**src/rtl/fetch_queue_unit.sv**
```systemverilog
// Instruction fetch front end: pipelined memory reads with bounded outstanding requests,
// a {pc, inst} queue towards decode, and single-cycle redirect that drops stale responses.

module fetch_queue_unit_chk #(
   parameter int unsigned OCntW = 2
) (
   input  logic             clk_i,
   input  logic             rst_i,
   input  logic             mem_rvalid_i,
   input  logic [OCntW-1:0] inflight_i
);
   // A response with nothing outstanding is a memory protocol violation
   a_rsp_has_request: assert property (@(posedge clk_i) disable iff (rst_i)
      !(mem_rvalid_i && (inflight_i == {OCntW{1'b0}})))
      else $error("fetch_queue_unit: memory response with no request outstanding");
endmodule

module fetch_queue_unit #(
   parameter logic [31:0] ResetPc        = 32'h0000_0000,
   parameter int unsigned QueueDepthLog2 = 2,
   parameter int unsigned MaxOutstanding = 2
) (
   input  logic        clk_i,
   input  logic        rst_i,
   input  logic        mem_ready_i,
   output logic        mem_valid_o,
   output logic [31:0] mem_addr_o,
   input  logic [31:0] mem_rdata_i,
   input  logic        mem_rvalid_i,
   input  logic        redirect_valid_i,
   input  logic [31:0] redirect_pc_i,
   output logic        inst_valid_o,
   input  logic        inst_ready_i,
   output logic [31:0] inst_pc_o,
   output logic [31:0] inst_data_o
);
   localparam int unsigned Depth = 2 ** QueueDepthLog2;
   localparam int unsigned QCntW = QueueDepthLog2 + 1;
   localparam int unsigned QPtrW = (QueueDepthLog2 > 0) ? QueueDepthLog2 : 1;
   localparam int unsigned OCntW = $clog2(MaxOutstanding + 1);
   localparam int unsigned TPtrW = (MaxOutstanding > 1) ? $clog2(MaxOutstanding) : 1;
   localparam int unsigned SumW  = QCntW + 1;

   localparam logic [OCntW-1:0] OZero  = OCntW'(32'd0);
   localparam logic [OCntW-1:0] OOne   = OCntW'(32'd1);
   localparam logic [OCntW-1:0] OMax   = OCntW'(MaxOutstanding);
   localparam logic [QCntW-1:0] QZero  = QCntW'(32'd0);
   localparam logic [QCntW-1:0] QOne   = QCntW'(32'd1);
   localparam logic [QPtrW-1:0] QPZero = QPtrW'(32'd0);
   localparam logic [QPtrW-1:0] QPLast = QPtrW'(Depth - 32'd1);
   localparam logic [TPtrW-1:0] TPZero = TPtrW'(32'd0);
   localparam logic [TPtrW-1:0] TPLast = TPtrW'(MaxOutstanding - 32'd1);
   localparam logic [SumW-1:0]  SDepth = SumW'(Depth);

   function automatic logic [QPtrW-1:0] qptr_inc(input logic [QPtrW-1:0] p);
      if (p == QPLast) begin
         return QPZero;
      end else begin
         return p + QPtrW'(32'd1);
      end
   endfunction

   function automatic logic [TPtrW-1:0] tptr_inc(input logic [TPtrW-1:0] p);
      if (p == TPLast) begin
         return TPZero;
      end else begin
         return p + TPtrW'(32'd1);
      end
   endfunction

   logic [31:0]      pc_r;
   logic [OCntW-1:0] inflight_r;
   logic [OCntW-1:0] drop_r;
   logic [QCntW-1:0] count_r;
   logic [QPtrW-1:0] q_rd_r;
   logic [QPtrW-1:0] q_wr_r;
   logic [31:0]      q_pc_r   [Depth];
   logic [31:0]      q_data_r [Depth];
   logic [TPtrW-1:0] t_rd_r;
   logic [TPtrW-1:0] t_wr_r;
   logic [31:0]      tag_r    [2**TPtrW];

   logic [31:0]      target_s;
   logic [OCntW-1:0] live_s;
   logic [SumW-1:0]  credit_s;
   logic             accept_s;
   logic             rsp_s;
   logic             drop_rsp_s;
   logic             keep_rsp_s;
   logic             pop_s;
   logic             redirect_lsb_unused_s;

   assign redirect_lsb_unused_s = ^redirect_pc_i[1:0];

   // Request address, issue credit and per-cycle event decode
   always_comb begin
      target_s = {redirect_pc_i[31:2], 2'b00};
      live_s   = inflight_r - drop_r;
      // A redirect empties the queue and orphans every older request, so neither holds credit
      if (redirect_valid_i) begin
         mem_addr_o = target_s;
         credit_s   = {SumW{1'b0}};
      end else begin
         mem_addr_o = pc_r;
         credit_s   = SumW'(live_s) + SumW'(count_r);
      end
      mem_valid_o  = !rst_i && (inflight_r < OMax) && (credit_s < SDepth);
      accept_s     = mem_valid_o && mem_ready_i;
      rsp_s        = mem_rvalid_i && (inflight_r != OZero);
      drop_rsp_s   = rsp_s && ((drop_r != OZero) || redirect_valid_i);
      keep_rsp_s   = rsp_s && !drop_rsp_s;
      inst_valid_o = (count_r != QZero);
      pop_s        = inst_valid_o && inst_ready_i && !redirect_valid_i;
      inst_pc_o    = q_pc_r[q_rd_r];
      inst_data_o  = q_data_r[q_rd_r];
   end

   // Fetch pc, outstanding-request and discard counters
   always_ff @(posedge clk_i or posedge rst_i) begin
      if (rst_i) begin
         pc_r       <= ResetPc;
         inflight_r <= OZero;
         drop_r     <= OZero;
      end else begin
         if (accept_s) begin
            pc_r <= mem_addr_o + 32'd4;
         end else if (redirect_valid_i) begin
            pc_r <= target_s;
         end else begin
            pc_r <= pc_r;
         end

         case ({accept_s, rsp_s})
            2'b10:   inflight_r <= inflight_r + OOne;
            2'b01:   inflight_r <= inflight_r - OOne;
            default: inflight_r <= inflight_r;
         endcase

         if (redirect_valid_i) begin
            drop_r <= rsp_s ? (inflight_r - OOne) : inflight_r;
         end else if (rsp_s && (drop_r != OZero)) begin
            drop_r <= drop_r - OOne;
         end else begin
            drop_r <= drop_r;
         end
      end
   end

   // pc tags of live requests, popped in order as their responses are kept
   always_ff @(posedge clk_i or posedge rst_i) begin
      if (rst_i) begin
         t_rd_r <= TPZero;
         t_wr_r <= TPZero;
         for (int i = 0; i < (2 ** int'(TPtrW)); i++) begin
            tag_r[i] <= 32'h0000_0000;
         end
      end else if (redirect_valid_i) begin
         t_rd_r <= TPZero;
         if (accept_s) begin
            tag_r[TPZero] <= mem_addr_o;
            t_wr_r        <= tptr_inc(TPZero);
         end else begin
            t_wr_r <= TPZero;
         end
      end else begin
         if (accept_s) begin
            tag_r[t_wr_r] <= mem_addr_o;
            t_wr_r        <= tptr_inc(t_wr_r);
         end else begin
            t_wr_r <= t_wr_r;
         end
         if (keep_rsp_s) begin
            t_rd_r <= tptr_inc(t_rd_r);
         end else begin
            t_rd_r <= t_rd_r;
         end
      end
   end

   // Instruction queue storage and occupancy towards decode
   always_ff @(posedge clk_i or posedge rst_i) begin
      if (rst_i) begin
         count_r <= QZero;
         q_rd_r  <= QPZero;
         q_wr_r  <= QPZero;
         for (int i = 0; i < int'(Depth); i++) begin
            q_pc_r[i]   <= 32'h0000_0000;
            q_data_r[i] <= 32'h0000_0000;
         end
      end else if (redirect_valid_i) begin
         count_r <= QZero;
         q_rd_r  <= QPZero;
         q_wr_r  <= QPZero;
      end else begin
         if (keep_rsp_s) begin
            q_pc_r[q_wr_r]   <= tag_r[t_rd_r];
            q_data_r[q_wr_r] <= mem_rdata_i;
            q_wr_r           <= qptr_inc(q_wr_r);
         end else begin
            q_wr_r <= q_wr_r;
         end
         if (pop_s) begin
            q_rd_r <= qptr_inc(q_rd_r);
         end else begin
            q_rd_r <= q_rd_r;
         end
         case ({keep_rsp_s, pop_s})
            2'b10:   count_r <= count_r + QOne;
            2'b01:   count_r <= count_r - QOne;
            default: count_r <= count_r;
         endcase
      end
   end

   fetch_queue_unit_chk #(
      .OCntW(OCntW)
   ) u_chk (
      .clk_i        (clk_i),
      .rst_i        (rst_i),
      .mem_rvalid_i (mem_rvalid_i),
      .inflight_i   (inflight_r)
   );
endmodule
```
**config.mk**
```make
export PLATFORM = sky130hd
export DESIGN_NAME = fetch_queue_unit
export DESIGN_NICKNAME = d
export VERILOG_FILES = /design/src/rtl/fetch_queue_unit.sv
export SDC_FILE = /design/constraint.sdc
export NUM_CORES = 1
export LEC_CHECK = 0
export ABC_AREA = 1
export CAP_MARGIN = 30
export CORE_AREA = 3 3 198 200
export CTS_CLUSTER_DIAMETER = 200
export CTS_CLUSTER_SIZE = 30
export DETAILED_ROUTE_END_ITERATION = 8
export DIE_AREA = 0 0 201 203
export GPL_ROUTABILITY_DRIVEN = 0
export PLACE_DENSITY = 0.77
export SETUP_SLACK_MARGIN = 0.3
export SYNTH_ARGS = -nofsm -noshare
export SYNTH_HDL_FRONTEND = slang
export SYNTH_SLANG_ARGS = --single-unit
```
**constraint.sdc**
```tcl
create_clock -name clk_i -period 12.6 [get_ports clk_i]
set_input_delay 2.52 -clock clk_i [delete_from_list [all_inputs] [get_ports clk_i]]
set_output_delay 2.52 -clock clk_i [all_outputs]
set_load 0.05 [all_outputs]
```
==> impl_metrics.py <==
metrics = {
    "clocking": {
        "cts_made_buffers": 16,
        "cts_tree": "built",
        "clkTransAtPathRegs_ns": 0.11,
        "clk_path_buf_depth": 3,
        "cts.sinks": 365,
        "cts_hold_buf": 0,
        "post_cts_buffers": 0,
        "htree_levels": 1,
        "cts_resized": 0,
        "root_buffer": "clkbuf_16",
        "clk_latency_ns": 0.54,
    },
    "power_and_ir_drop": {
        "power_frac_seq_pct": 39.9,
        "p_per_area_mw_per_mm2": 215,
        "intPower_mw": 2.31,
        "power.total_mw": 4.13,
        "pwr-share-clk_pct": 14.8,
        "power_switching_share_pct": 44.1,
        "power_switching_mw": 1.82,
        "ir_drop_mv": 0.116,
        "power_leakage_nw": 9.42,
        "pwr-share-comb_pct": 45.3,
    },
    "detailed_routing": {
        "num_vias": 14200,
        "final_antenna_net_count": 0,
        "wirelength_um": 43200,
        "first_pass_iters": 7,
        "vias_per_cell": 5.24,
        "wire_per_inst_um": 16.0,
        "first_iter_violations": 1226,
        "drc_errors": 0,
    },
    "setup_path": {
        "r2r_slack_ns": 9.13,
        "crit_fanout": 44,
        "cp-end-kind": "output port",
        "r2r_start": "inflight_r[0]$_DFFE_PP0P_",
        "path_depth": 4,
        "crit_buf_inv": 3,
        "critical-path-slowest-cell": "clkdlybuf4s50_1",
        "cp.required_ns": 10.08,
        "critPathTopFamily": "buffers and inverters",
        "critical_path.startpoint": "redirect_valid_i",
        "r2r_end": "tag_r[17]$_DFFE_PP0P_",
        "max_stage_delay_ns": 0.84,
        "worstPathCellList": "buf_2, o21ai_0, inv_1, clkdlybuf4s50_1",
        "r2r_cells": 15,
        "startpoint_type": "primary input",
        "endpoint": "mem_addr_o[24]",
        "path_class": "in2out",
        "cp.arrival_ns": 4.73,
    },
    "synthesis": {
        "syn-cell-area_mm2": 0.0169,
        "synth_cells": 2117,
        "synth_most_common_cell": "nand2_1",
        "async_flop_share_pct": 100,
        "avgSynthCellArea_um2": 7.98,
        "yosys-top-cells-area": "dfrtp_1 (54%), nand2_1 (17%), o21ai_0 (11%)",
        "yosysWarnings": 0,
        "synth-edff-count": 0,
        "yosys-top-cells-count": "nand2_1 (763), dfrtp_1 (365), o21ai_0 (359)",
        "synth.top_cell.area_share_pct": 54.1,
        "synth_top_area_cell": "dfrtp_1",
        "synth_seq_cells": 365,
        "synth_ff_type": "dfrtp_1",
        "yosysUniqueCellTypes": 34,
        "ys_seq_area_share_pct": 54.1,
        "syn_nets": 2198,
    },
    "final_layout": {
        "fillers": 3549,
        "area_growth_pct": 14.0,
        "final_layout_size_suffix_gt1_share_pct": 4.55,
        "nets": 2277,
        "antenna_cells_inserted": 0,
        "multi_input_area_mm2": 0.00667,
        "seqCellArea_mm2": 0.00914,
        "final_area_mm2": 0.0193,
    },
    "global_routing": {
        "grt_start_max_net_pins": 169,
        "grt_pass1_vias": 13900,
        "antenna_found_initial": 0,
        "overflow": 0,
        "grt_pass1_wl_um": 71100,
        "track_usage_pct": 20.9,
    },
    "status": {
        "outcome": "finished clean",
    },
    "sta": {
        "setup_tns_ns": 0,
        "finalSetupViolCount": 0,
        "post-route-period-util_pct": 57.5,
        "tightest_slew_ns": 0.982,
        "fin_crit_ns": 7.25,
        "rsz0062_at_grt": "no",
        "hold_viol": 0,
        "finalClockSkew_ns": 0.0330,
        "slew_viol_final": 0,
        "clock.fmax_ghz": 0.138,
        "maxSlewHeadroom_pct": 34.6,
    },
    "die": {
        "die-area_mm2": 0.0408,
        "die_y_um": 203,
        "rows": 71,
        "die_w_um": 201,
        "fp.coreArea_mm2": 0.0376,
        "start_util_pct": 45.0,
        "io_pins": 168,
    },
    "place": {
        "dpl_cell_area_mm2": 0.0188,
        "port_buffers": 165,
        "hpwlAfterDp_um": 27100,
    },
    "worst_hold_path": {
        "hold_class": "reg2reg",
    },
    "run": {
        "drv_cap": 0,
    },
}
cells by family after synthesis:
| family | share of synthesized area [%] |
|---|---|
| AOI/OAI and AO/OA | 13.7 |
| xor gates and xnor gates | 0.778 |
| adders and majority gates | 0.859 |
| buffers and inverters | 6.48 |
| DFF | 54.1 |
| and+or+nand+nor | 24.1 |
flip-flops by register name, indices dropped and copies added (netlist names):
| register | flops |
|---|---|
| count_r | 3 |
| drop_r | 2 |
| inflight_r | 2 |
| pc_r | 32 |
| q_data_r | 128 |
| q_pc_r | 128 |
| q_rd_r | 2 |
| q_wr_r | 2 |
| t_rd_r | 1 |
| t_wr_r | 1 |
| tag_r | 64 |
worst min path at each step:
stage                                   startpoint                       end  cells after the start
after floorplan              tag_r[13]$_DFFE_PP0P_     tag_r[13]$_DFFE_PP0P_                      2
after global placement       q_pc_r[8]$_DFFE_PP0P_     q_pc_r[8]$_DFFE_PP0P_                      2
after detailed placement     q_pc_r[5]$_DFFE_PP0P_     q_pc_r[5]$_DFFE_PP0P_                      2
after CTS                   q_pc_r[10]$_DFFE_PP0P_    q_pc_r[10]$_DFFE_PP0P_                      2
after global routing      q_data_r[85]$_DFFE_PP0P_  q_data_r[85]$_DFFE_PP0P_                      2
final                       q_pc_r[15]$_DFFE_PP0P_    q_pc_r[15]$_DFFE_PP0P_                      2
routing by layer:
metal  wire (µm)  vias to the layer above  GRT usage (%)
met3        2550                       73           2.34
met1       19000                     6757           28.4
met4        1290                        0           5.92
met5           0                        -              0
met2       20400                      481           35.5
li1            -                     6867              -
cell type report:
class | count | share of cell area (%)
sequential | 365 | 47.4
multi-input combinational | 1491 | 34.6
timing repair buffer | 185 | 9.56
tap | 511 | 3.32
inverter | 137 | 2.72
clock buffer | 17 | 2.10
clock inverter | 2 | 0.240
stage by stage:
step / hold WS, ns / std cells / setup slack [ns] / util [%]
after detailed placement: 0.460 / 2689 / 5.35 / 50.1
after floorplan: 0.442 / 2117 / 5.18 / -
after global placement: 0.454 / 2688 / 5.40 / 50.0
final: 0.483 / 2708 / 5.35 / 51.3
after CTS: 0.489 / 2708 / 5.35 / 51.3
after global routing: 0.506 / 2708 / 5.19 / 51.3
tightest hold or removal path, cell delays in order (launching register included):
cell and delay [ns]:
dfrtp_1 0.36, nand2_1 0.05, nand2_1 0.04
power groups by stage:
stage,registers (mW),clock network [mW],logic (mW)
detailed placement,1.67,0,1.88
CTS,1.65,0.629,1.88
floorplan,1.62,0,1.32
finish,1.65,0.611,1.87
global route,1.68,0.669,2.04
global placement,1.65,0,1.84
cell usage in the layout (no fill, tap or decap), drive strengths merged:
cell type | synthesis | layout
nand2 | 791 | 791
o21ai | 369 | 369
dfrtp | 365 | 365
nor2 | 176 | 176
clkdlybuf4s50 | 0 | 164
inv | 137 | 135
o22ai | 65 | 65
nand3 | 35 | 35
buf | 48 | 21
clkbuf | 76 | 17
nand4 | 11 | 11
xor2 | 11 | 11
ha | 10 | 10
a21oi | 8 | 8
nor3 | 6 | 6
xnor2 | 4 | 4
clkinv | 0 | 3
and2 | 2 | 2
nor3b | 1 | 1
clkinvlp | 0 | 1
a32oi | 1 | 1
fa | 1 | 1
(Power assumes the default switching activity.)
